$ cat config.mk
export PLATFORM = sky130hd
export DESIGN_NAME = uart_cmd_seq
export DESIGN_NICKNAME = d
export VERILOG_FILES = /design/src/rtl/uart_cmd_seq.sv
export SDC_FILE = /design/constraint.sdc
export NUM_CORES = 1
export LEC_CHECK = 0
export ABC_AREA = 1
export BUFFER_PORTS_ARGS = -buffer_cell sky130_fd_sc_hd__buf_2
export CORE_MARGIN = 5
export CORE_UTILIZATION = 50
export CTS_CLUSTER_SIZE = 20
export DETAILED_ROUTE_END_ITERATION = 12
export GPL_TIMING_DRIVEN = 0
export PLACE_DENSITY = 0.71
export SYNTH_ARGS = -nofsm -noshare
export SYNTH_HDL_FRONTEND = slang
export SYNTH_SLANG_ARGS = --single-unit
export TNS_END_PERCENT = 5
$ cat constraint.sdc
create_clock -name clk -period 2.37 [get_ports clk]
set_clock_uncertainty 0.05 [all_clocks]
set_input_delay 0.237 -clock clk [delete_from_list [all_inputs] [get_ports clk]]
set_output_delay 0.237 -clock clk [all_outputs]
set_load 0.02 [all_outputs]
$ cat src/rtl/uart_cmd_seq.sv
// uart_cmd_seq: assembles two received UART bytes into a 16-bit command.
// Ports: clk, rst (sync, active-high); rx_rdy/rx_data in, clr_rx_rdy out to
// the receiver; cmd/cmd_rdy/overrun/timeout_err out, clr_cmd_rdy in from the
// command consumer. TIMEOUT is the inter-byte timeout in clk cycles.
module uart_cmd_seq #(
    parameter int unsigned TIMEOUT = 60000
) (
    input  logic        clk,
    input  logic        rst,
    input  logic        rx_rdy,
    input  logic [7:0]  rx_data,
    output logic        clr_rx_rdy,
    input  logic        clr_cmd_rdy,
    output logic [15:0] cmd,
    output logic        cmd_rdy,
    output logic        overrun,
    output logic        timeout_err
);

    typedef enum logic [1:0] {
        IDLE,
        CLR_HI,
        WAIT_LO,
        CLR_LO
    } state_t;

    localparam logic [15:0] CNT_LAST = 16'(TIMEOUT - 1);

    state_t      state_q, state_d;
    logic [7:0]  hi_q, hi_d;
    logic [15:0] cnt_q, cnt_d, cnt_inc;
    logic [15:0] cmd_q, cmd_d;
    logic        cmd_rdy_q, cmd_rdy_d;
    logic        overrun_q, overrun_d;
    logic        clr_q, clr_d;
    logic        tout_q, tout_d;

    // Saturating increment.
    assign cnt_inc = (cnt_q == 16'hFFFF) ? cnt_q : cnt_q + 16'd1;

    always_comb begin
        state_d   = state_q;
        hi_d      = hi_q;
        cnt_d     = cnt_q;
        cmd_d     = cmd_q;
        cmd_rdy_d = cmd_rdy_q & ~clr_cmd_rdy;
        overrun_d = overrun_q & ~clr_cmd_rdy;
        clr_d     = 1'b0;
        tout_d    = 1'b0;
        unique case (state_q)
            IDLE: begin
                if (rx_rdy) begin
                    hi_d    = rx_data;
                    cnt_d   = 16'd0;
                    clr_d   = 1'b1;
                    state_d = CLR_HI;
                end
            end
            CLR_HI: begin
                cnt_d   = cnt_inc;
                state_d = WAIT_LO;
            end
            WAIT_LO: begin
                cnt_d = cnt_inc;
                // A byte arriving on the expiry cycle beats the timeout.
                if (rx_rdy) begin
                    cmd_d     = {hi_q, rx_data};
                    cmd_rdy_d = 1'b1;
                    if (cmd_rdy_q && !clr_cmd_rdy) begin
                        overrun_d = 1'b1;
                    end
                    clr_d   = 1'b1;
                    state_d = CLR_LO;
                end else if (cnt_q == CNT_LAST) begin
                    tout_d  = 1'b1;
                    hi_d    = 8'h00;
                    state_d = IDLE;
                end
            end
            CLR_LO: begin
                state_d = IDLE;
            end
            default: begin
                state_d = IDLE;
            end
        endcase
    end

    always_ff @(posedge clk) begin
        if (rst) begin
            state_q   <= IDLE;
            hi_q      <= 8'h00;
            cnt_q     <= 16'd0;
            cmd_q     <= 16'h0000;
            cmd_rdy_q <= 1'b0;
            overrun_q <= 1'b0;
            clr_q     <= 1'b0;
            tout_q    <= 1'b0;
        end else begin
            state_q   <= state_d;
            hi_q      <= hi_d;
            cnt_q     <= cnt_d;
            cmd_q     <= cmd_d;
            cmd_rdy_q <= cmd_rdy_d;
            overrun_q <= overrun_d;
            clr_q     <= clr_d;
            tout_q    <= tout_d;
        end
    end

    assign clr_rx_rdy  = clr_q;
    assign cmd         = cmd_q;
    assign cmd_rdy     = cmd_rdy_q;
    assign overrun     = overrun_q;
    assign timeout_err = tout_q;

endmodule

Word-level counts from Yosys, hierarchy flattened
Cells that the tools add are included.
- output and inout port bits: 20
- word-level logic and storage cells: 55
- input bits: 12
- register bits: 46
- reductions and logical operators: 13
- multiplexer cells: 18
- add/sub/neg operators: 1
- bitwise operators: 5
- equality and inequality tests: 10
- operators by type and width (cell ; number):
    $eq 16x16->1 const B ; 2
    $mux 16 ; 2
    $pmux 16 s2 ; 1
    $mux 8 ; 3
    $add 16x1->16 const B ; 1
    $pmux 8 s2 ; 1
    $ne 2x2->1 const B ; 4
    $pmux 2 s4 ; 1
    $mux 1 ; 7
    $mux 2 ; 3
    $reduce_or 2->1 ; 3
    $eq 2x2->1 const B ; 2
    $reduce_and 2->1 ; 2
    $reduce_and 4->1 ; 1
    $reduce_bool 2->1 ; 2
    $ne 3x3->1 const B ; 1
    $not 1->1 ; 3
    $reduce_and 3->1 ; 1
    $reduce_or 3->1 ; 1
    $and 1x1->1 ; 2
    $eq 2x1->1 const B ; 1
    $logic_not 2->1 ; 1
    $logic_and 1x1->1 ; 1
    $logic_not 1->1 ; 1

Depth between registers and ports, before layout
Gate-level depths: netlist of the first run.
- depth after elaboration: 5
- depth in mapped cells: 11
- gate-level depth less buffers: 10

Worst setup path after synthesis of the first run
Ideal clock, no wire load.
- kind: register to register
- start: reg state_q[1]
- end: reg cnt_q[8]
- setup slack: 0.707 ns
- library setup time: 0.115 ns
- clock period less this slack: 1.663 ns
- buffers on the path: 2
- arrival: 1.498 ns
- stages on the path, launching flop included: 12
- data required time: 2.205 ns
- cell sequence: dfxtp_1 inv_1 ha_1 buf_2 nand3_1 nor2_2 nand2_2 buf_6 nand3_1 nand2_1 nand2_1 nor2_1
- cells in the longest elaborated chain, start to end: 4
- elaborated cells on any way between the ends: 9
- classes of those cells: eq/ne: 4; mux: 1; reduce/logical: 4
- RTL lines (element ; RTL line ; RTL):
    start: declaration ; 29 ; state_t state_q, state_d;
    start signal: assignment ; 100 ; state_q <= state_d;
    $eq 2x2->1 or $eq 2x1->1 (tied branches) ; 50 ; unique case (state_q)
    $reduce_or 2->1 (no source line) ; - ;
    $ne 2x2->1 (no source line) or $reduce_bool 2->1 (tied branches) ; - ;
    $reduce_and 3->1 (no source line) ; - ;
    end signal: assignment ; 102 ; cnt_q <= cnt_d;
    end: declaration ; 31 ; logic [15:0] cnt_q, cnt_d, cnt_inc;
Parallel ways exist; a longest one is shown, timed or not.
A chain may end at the register's enable or synchronous reset.

Worst setup path in the final report of the first run
- start: reg state_q[1]
- end: reg cnt_q[10]
The elaborated chain is that of the path after synthesis.

==> run metrics, run 1 <==
top_reg_cell synth dfxtp_1; CTS resizes 0; Worst-Margin Slew 0.553 ns; total wire length just over 5000 um; initial core utilization 0.518; CTS tree built; CTS HTree Levels 2; TritonCTS Buffers 5; Port Buffers 30; share of cells above drive strength 1 0.182; RSZ-0062 raised after global routing false; Req. time, crit path ~2.5 ns; leakage power 1.12 nW; sequential share of the synthesized area 0.406; Tcrit/Tclk final 0.827; Mapped Area 2270 um^2; Die H 77.4 um; CP peak stage delay 0.40 ns; worst setup slack after placement between 0.4 and 0.5 ns; DRC 0; PwrDens roughly 800 nW/um^2; critical path class reg2reg; endpoint of the lowest-slack register-to-register path cnt_q[10]; critical-path cell list inv_1, ha_1, inv_2, a21oi_2, a21boi_2, buf_6, nand2_1, nand2_1, nor2_1; setup violators final 0; CP startpoint kind flop; fmax approximately 510 MHz; DRT antenna net count 0; fin area approximately 2600 um^2; VDD IR-drop max approximately 0.37 mV; vias in the first global route just under 2000; row cnt 24; Mean Syn Cell Area approximately 6.7 um^2; Layout area overhead 14.4%; overall routing resource usage 0.175; max-cap violation count 0; WHS Path Cells 2; Hold EP overrun; worst-case reg-to-reg path depth 9; vias per inst about 5.0; Critical-path top delay cell dfxtp_1; die area roughly 6000 um^2; Syn. warnings 0; post-synthesis cell count ~340; number of synthesized flops with an enable pin 0; Final Util 0.592; vias roughly 2200; r2r setup slk ~0.4 ns; first-pass GRT wire length slightly below 9000 um; total global routing overflow 0; # IOs 32; DR iter-0 viols 96; CTS Hold Bufs 0; hold_sp clr_cmd_rdy; WL/cell 11.9 um; most frequent CP cell nand2_1; DRT Pass-1 Iters 4; CP arrival 2.11 ns; Die Span X approximately 77 um; Final Hold Fails 0; worst-path fanout max 10; setup_tns 0 ns; pin count of the biggest net entering global routing 16; Antenna diodes 0; CTS root buffer clkbuf_8; CTS sink count 46; post-synth cell types 32; syn_nets 356; Worst setup EP type flop; clock slew at reported path FFs 0.09 ns; status finished clean; core area approximately 4400 um^2; Clk Latency, worst-skew pair approximately 0.3 ns; placed instance area ~2500 um^2; Post-CTS Repair Setup Buffers 0; initial antenna violation count 0; asr flop ratio synth 0; worst hold path type in2reg; Clock Path Buffers 2; FF-to-FF Start state_q[1]; Worst Setup SP state_q[1]; Min Clock Period, post-route about 2.0 ns; Max-slew headroom 0.632; Final GP Congestion slightly below 0.9; setup ws final 0.410 ns; Slew Viols, Final 0; #FFs+latches synth between 40 and 50; Final #Nets around 390; DPL Wire Length 3730 um; overall power between 2 and 2.5 mW
area by class of cell:
type / instances / area, um^2
Buffer: 12 / 68.8
Clock inverter: 3 / 43.8
Fill cell: 425 / 1790
Timing Repair Buffer: 30 / 150
Sequential cell: 46 / 921
Multi-Input combinational cell: 247 / 1140
Clock buffer: 5 / 68.8
Tap cell: 52 / 65.1
Inverter: 36 / 135
through the flow:
stage               hold slack [ns]  std cells
detailed placement            0.371        423
floorplan                     0.260        341
CTS                          0.0455        431
global route                 0.0453        431
finish                       0.0558        431
global placement              0.370        423
synthesized netlist by cell type, types with 2 or more instances:
cell type  instances  area (um^2)
nand2_1           88          330
nor2_1            71          267
dfxtp_1           46          921
inv_1             25         93.8
o21ai_0           19         95.1
nand3_1           17         85.1
a21oi_1           16         80.1
inv_2              7         26.3
nand2_2            6         37.5
clkbuf_1           5         18.8
buf_2              4         20.0
clkinv_1           4         15.0
a21oi_2            3         26.3
ha_1               3         37.5
nand4_1            3         18.8
nor2_2             3         18.8
buf_6              2         22.5
nand3_2            2         20.0
nand3b_1           2         15.0
o21ai_1            2         10.0
xor2_1             2         17.5
worst max path at each step:
stage | to | cells past startpoint
2_1_floorplan | cnt_q[8] | 11
3_3_place_gp | cnt_q[10] | 9
3_5_place_dp | cnt_q[10] | 9
4_1_cts | cnt_q[10] | 9
5_1_grt | cnt_q[10] | 9
6_report | cnt_q[10] | 9
sequential cells by signal (all words and copies together) (netlist names):
signal       cells
state_q          2
cmd             16
clr_rx_rdy       1
cnt_q           16
cmd_rdy          1
hi_q             8
timeout_err      1
overrun          1
placed cells by master (no fill, tap or decap), drive strengths merged:
| cell | n |
|---|---|
| ha | 3 |
| a21oi | 19 |
| xor2 | 2 |
| nor3b | 1 |
| nor3 | 3 |
| o21bai | 1 |
| xnor2 | 1 |
| bufinv | 1 |
| a211oi | 1 |
| dfxtp | 46 |
| nand4 | 3 |
| o21ai | 21 |
| nor2 | 74 |
| a31oi | 1 |
| nor4 | 1 |
| buf | 37 |
| a21boi | 1 |
| clkbuf | 10 |
| nand2 | 94 |
| nand3b | 2 |
| clkinv | 5 |
| nand3 | 19 |
| inv | 33 |
power by group:
| part | internal (mW) | switching (mW) |
|---|---|---|
| clock | 0.316 | 0.268 |
| sequential | 0.853 | 0.0435 |
| combinational | 0.204 | 0.411 |
| total | 1.37 | 0.722 |
cells by family (layout without fill, tap and decap cells):
kind of cell / after synthesis / count (layout) / synth area share
buf+inv: 48 / 86 / 0.0899
compound gates: 44 / 44 / 0.108
xor+xnor: 3 / 3 / 0.0116
flops: 46 / 46 / 0.406
simple gates: 197 / 197 / 0.369
fa+ha+maj: 3 / 3 / 0.0165
layer usage:
metal  share of wire  GRT usage  vias to the layer above
met5               0          0                        -
met2            0.47      0.288                       53
li1                -          -                     1141
met4           0.011     0.0619                        0
met3           0.060     0.0463                        6
met1            0.46      0.222                      954
worst max-delay path, delay by kind of cell (launching register included):
family	cells	cell delay, ns
adders and majority gates	1	0.29
DFF	1	0.40
and+or+nand+nor	3	0.16
buffers and inverters	3	0.34
AOI/OAI and AO/OA	2	0.62
No activity file was read; power rests on OpenSTA's default activity.
==> run 2, diff against run 1 <==
ABC_AREA = 0   (was 1)
PLACE_DENSITY = 0.72   (was 0.71)
clock period = 2.05 ns   (was 2.37 ns; I/O delays follow)
==> run 2 against run 1 <==
Compared with the run above:
- worst setup slack worse by 0.38 ns
- critical endpoint is now cnt_q[8]
- clock power increased by 18%
- sequential power up 4.8%
- cell area fell by 8.2%
- sequential cell count unchanged
- highest routed layer unchanged
- synthesized cell count fell by 30%
- critical path depth fell by 1
- via count fell by 17%
- critical path type unchanged
- cell count down 24%
==> run metrics, run 2 <==
status finished clean; synth top area cells dfxtp_1, nand2_1, a21oi_1; die area 5420 um^2 (-9.5%); post-synth cell types 46 (+44%); clock slew at reported path FFs 0.09 ns (about the same); fin cells 326 (-24%); Synth top area share 0.455 (+0.0494); dpl cells 319 (-25%); sw frac 0.261 (-0.0838); VDD IR-drop max 0.452 mV (+23%); Mean Syn Cell Area 8.47 um^2 (+27%); WL/cell 14.6 um (+22%); RSZ-0062 raised after global routing true; fmax 496 MHz (-2.9%); vias in the first global route 1663 (-15%); overall power 1.87 mW (-11%); core area 3970 um^2 (-9.4%); overall routing resource usage 0.183 (+0.00711); Cell Int Power 1.38 mW (+0.68%); vias per inst 5.49 (+9.8%); setup violators final 0 (unchanged); first-pass GRT wire length 7600 um (-14%); row cnt 23 (-4.2%); total wire length 4750 um (-7.7%); Mapped Area 2020 um^2 (-11%); Min Clock Period, post-route 2.02 ns (+0.0584 ns); number of synthesized flops with an enable pin 0 (unchanged); total global routing overflow 0 (unchanged); # IOs 32 (unchanged); Antenna diodes 0 (unchanged); Clk Latency, worst-skew pair 0.30 ns (about the same); Slew Viols, Final 0 (unchanged); metal3 WL 133 um (-57%); DRC 0 (unchanged); M1 WL 2230 um (-5.7%); PwrDens 785 nW/um^2 (-2.7%); post-synthesis cell count 239 (-30%); Post-CTS Repair Setup Buffers 0 (unchanged); CTS sink count 46 (unchanged); DRT Pass-1 Iters 4 (unchanged); Max-slew headroom 0.393 (-0.238); vias 1789 (-17%); DR top layer met4; setup_tns 0 ns (unchanged); TritonCTS Buffers 5 (unchanged); CP arrival 2.19 ns (+0.08 ns); Met2 Routed Length 2300 um (-4.8%); asr flop ratio synth 0 (unchanged); syn_nets 254 (-29%); Reg power frac 0.502 (+0.074); critical path class reg2reg; switching power 0.488 mW (-32%); Final Util 0.600 (+0.00772); Tcrit/Tclk final 0.984 (+0.158); leakage power 0.895 nW (-20%); Worst-Margin Slew 0.903 ns (+0.350 ns); Req. time, crit path 2.23 ns (-0.29 ns); pin count of the biggest net entering global routing 16 (unchanged); worst-path fanout max 10 (unchanged); Port Buffers 30 (unchanged); Syn. warnings 0 (unchanged); initial antenna violation count 0 (unchanged); commonest non-fill, non-tap cell in the layout dfxtp_1; Die H 73.6 um (-4.9%); CTS root buffer clkbuf_8; most frequent cells in the layout dfxtp_1, nand2_1, buf_2; CTS HTree Levels 2 (unchanged); Final GP Congestion 0.819 (-7.6%); Post-synth top cells dfxtp_1, nand2_1, a21oi_1; Die Span X 73.6 um (-4.9%); Layout area overhead 17.8%; CTS tree built; sequential share of the synthesized area 0.455 (+0.0494); Clock Path Buffers 2 (unchanged); Final #Nets 290 (-26%); cell taking the most area after synthesis dfxtp_1; DR iter-0 viols 153 (+59%); Worst setup EP type flop; initial core utilization 0.509 (-0.00824); combinational share of power 0.130 (-0.163); max-cap violation count 0 (unchanged); Hold WS 0.0215 ns (-0.0344 ns); share of cells above drive strength 1 0.210 (+0.0281); count leader, synth dfxtp_1; worst hold path type in2reg; DRT antenna net count 0 (unchanged); CP startpoint kind flop; Final Hold Fails 0 (unchanged); Clock Power Share 0.367 (+0.088); #FFs+latches synth 46 (unchanged); top_reg_cell synth dfxtp_1; DPL Wire Length 3280 um (-12%)
## run 2: critical path: stages (launching register included)
cell and delay [ns]:
dfxtp_1 0.30, inv_1 0.15, ha_4 0.26, and3_1 0.21, nand3_2 0.11, o211ai_1 0.12, buf_4 0.20, or4_1 0.47
o31ai_1 0.07
## run 2: logic make-up after synthesis
group / share of synthesized area
compound gates: 0.202
buf+inv: 0.0470
xor+xnor: 0.00866
fa+ha+maj: 0.0186
flops: 0.455
mux: 0.0111
simple gates: 0.257
## run 2: final timing paths
kind,cells past startpoint,slack [ns],end,start
worst max-delay path,8,0.03,cnt_q[8],state_q[0]
worst min-delay path,2,0.02,overrun,clr_cmd_rdy
worst max register to register,8,0.03,cnt_q[8],state_q[0]
worst min register to register,2,0.40,cmd[15],cmd[15]
## run 2: what timing repair did
action / CTS / global route
hold buffers: 0 / 0
pin swaps: 0 / 1
setup endpoints to repair: 13 / 30
resized for setup: 4 / 6
## run 2: metal layers
layer	vias to the layer above	GRT usage
met5	-	0
met4	0	0.0744
met3	7	0.0397
met2	26	0.281
met1	834	0.247
li1	922	-
## run 2: area by class of cell
class / instances / area, um^2
Clock buffer: 5 / 68.8
Clock inverter: 3 / 43.8
Tap cell: 50 / 62.6
Inverter: 11 / 41.3
Multi-Input combinational cell: 170 / 1040
Sequential cell: 46 / 922
Buffer: 11 / 53.8
Timing Repair Buffer: 30 / 150
Fill cell: 372 / 1590
## run 2: power by group through the flow
stage | registers, mW | logic, mW | clock network [mW]
3_5_place_dp | 0.960 | 0.226 | 0
5_1_grt | 0.942 | 0.270 | 0.732
6_report | 0.940 | 0.244 | 0.687
3_3_place_gp | 0.959 | 0.224 | 0
4_1_cts | 0.939 | 0.232 | 0.699
2_1_floorplan | 0.965 | 0.154 | 0
## run 2: per-stage QoR
step | setup slack (ns) | cell area, um^2
final | 0.0319 | 2380
after global routing | -0.0321 | 2380
after CTS | -0.00813 | 2360
after detailed placement | -0.0708 | 2240
after global placement | -0.0579 | 2240
after floorplan | 0.131 | 2020
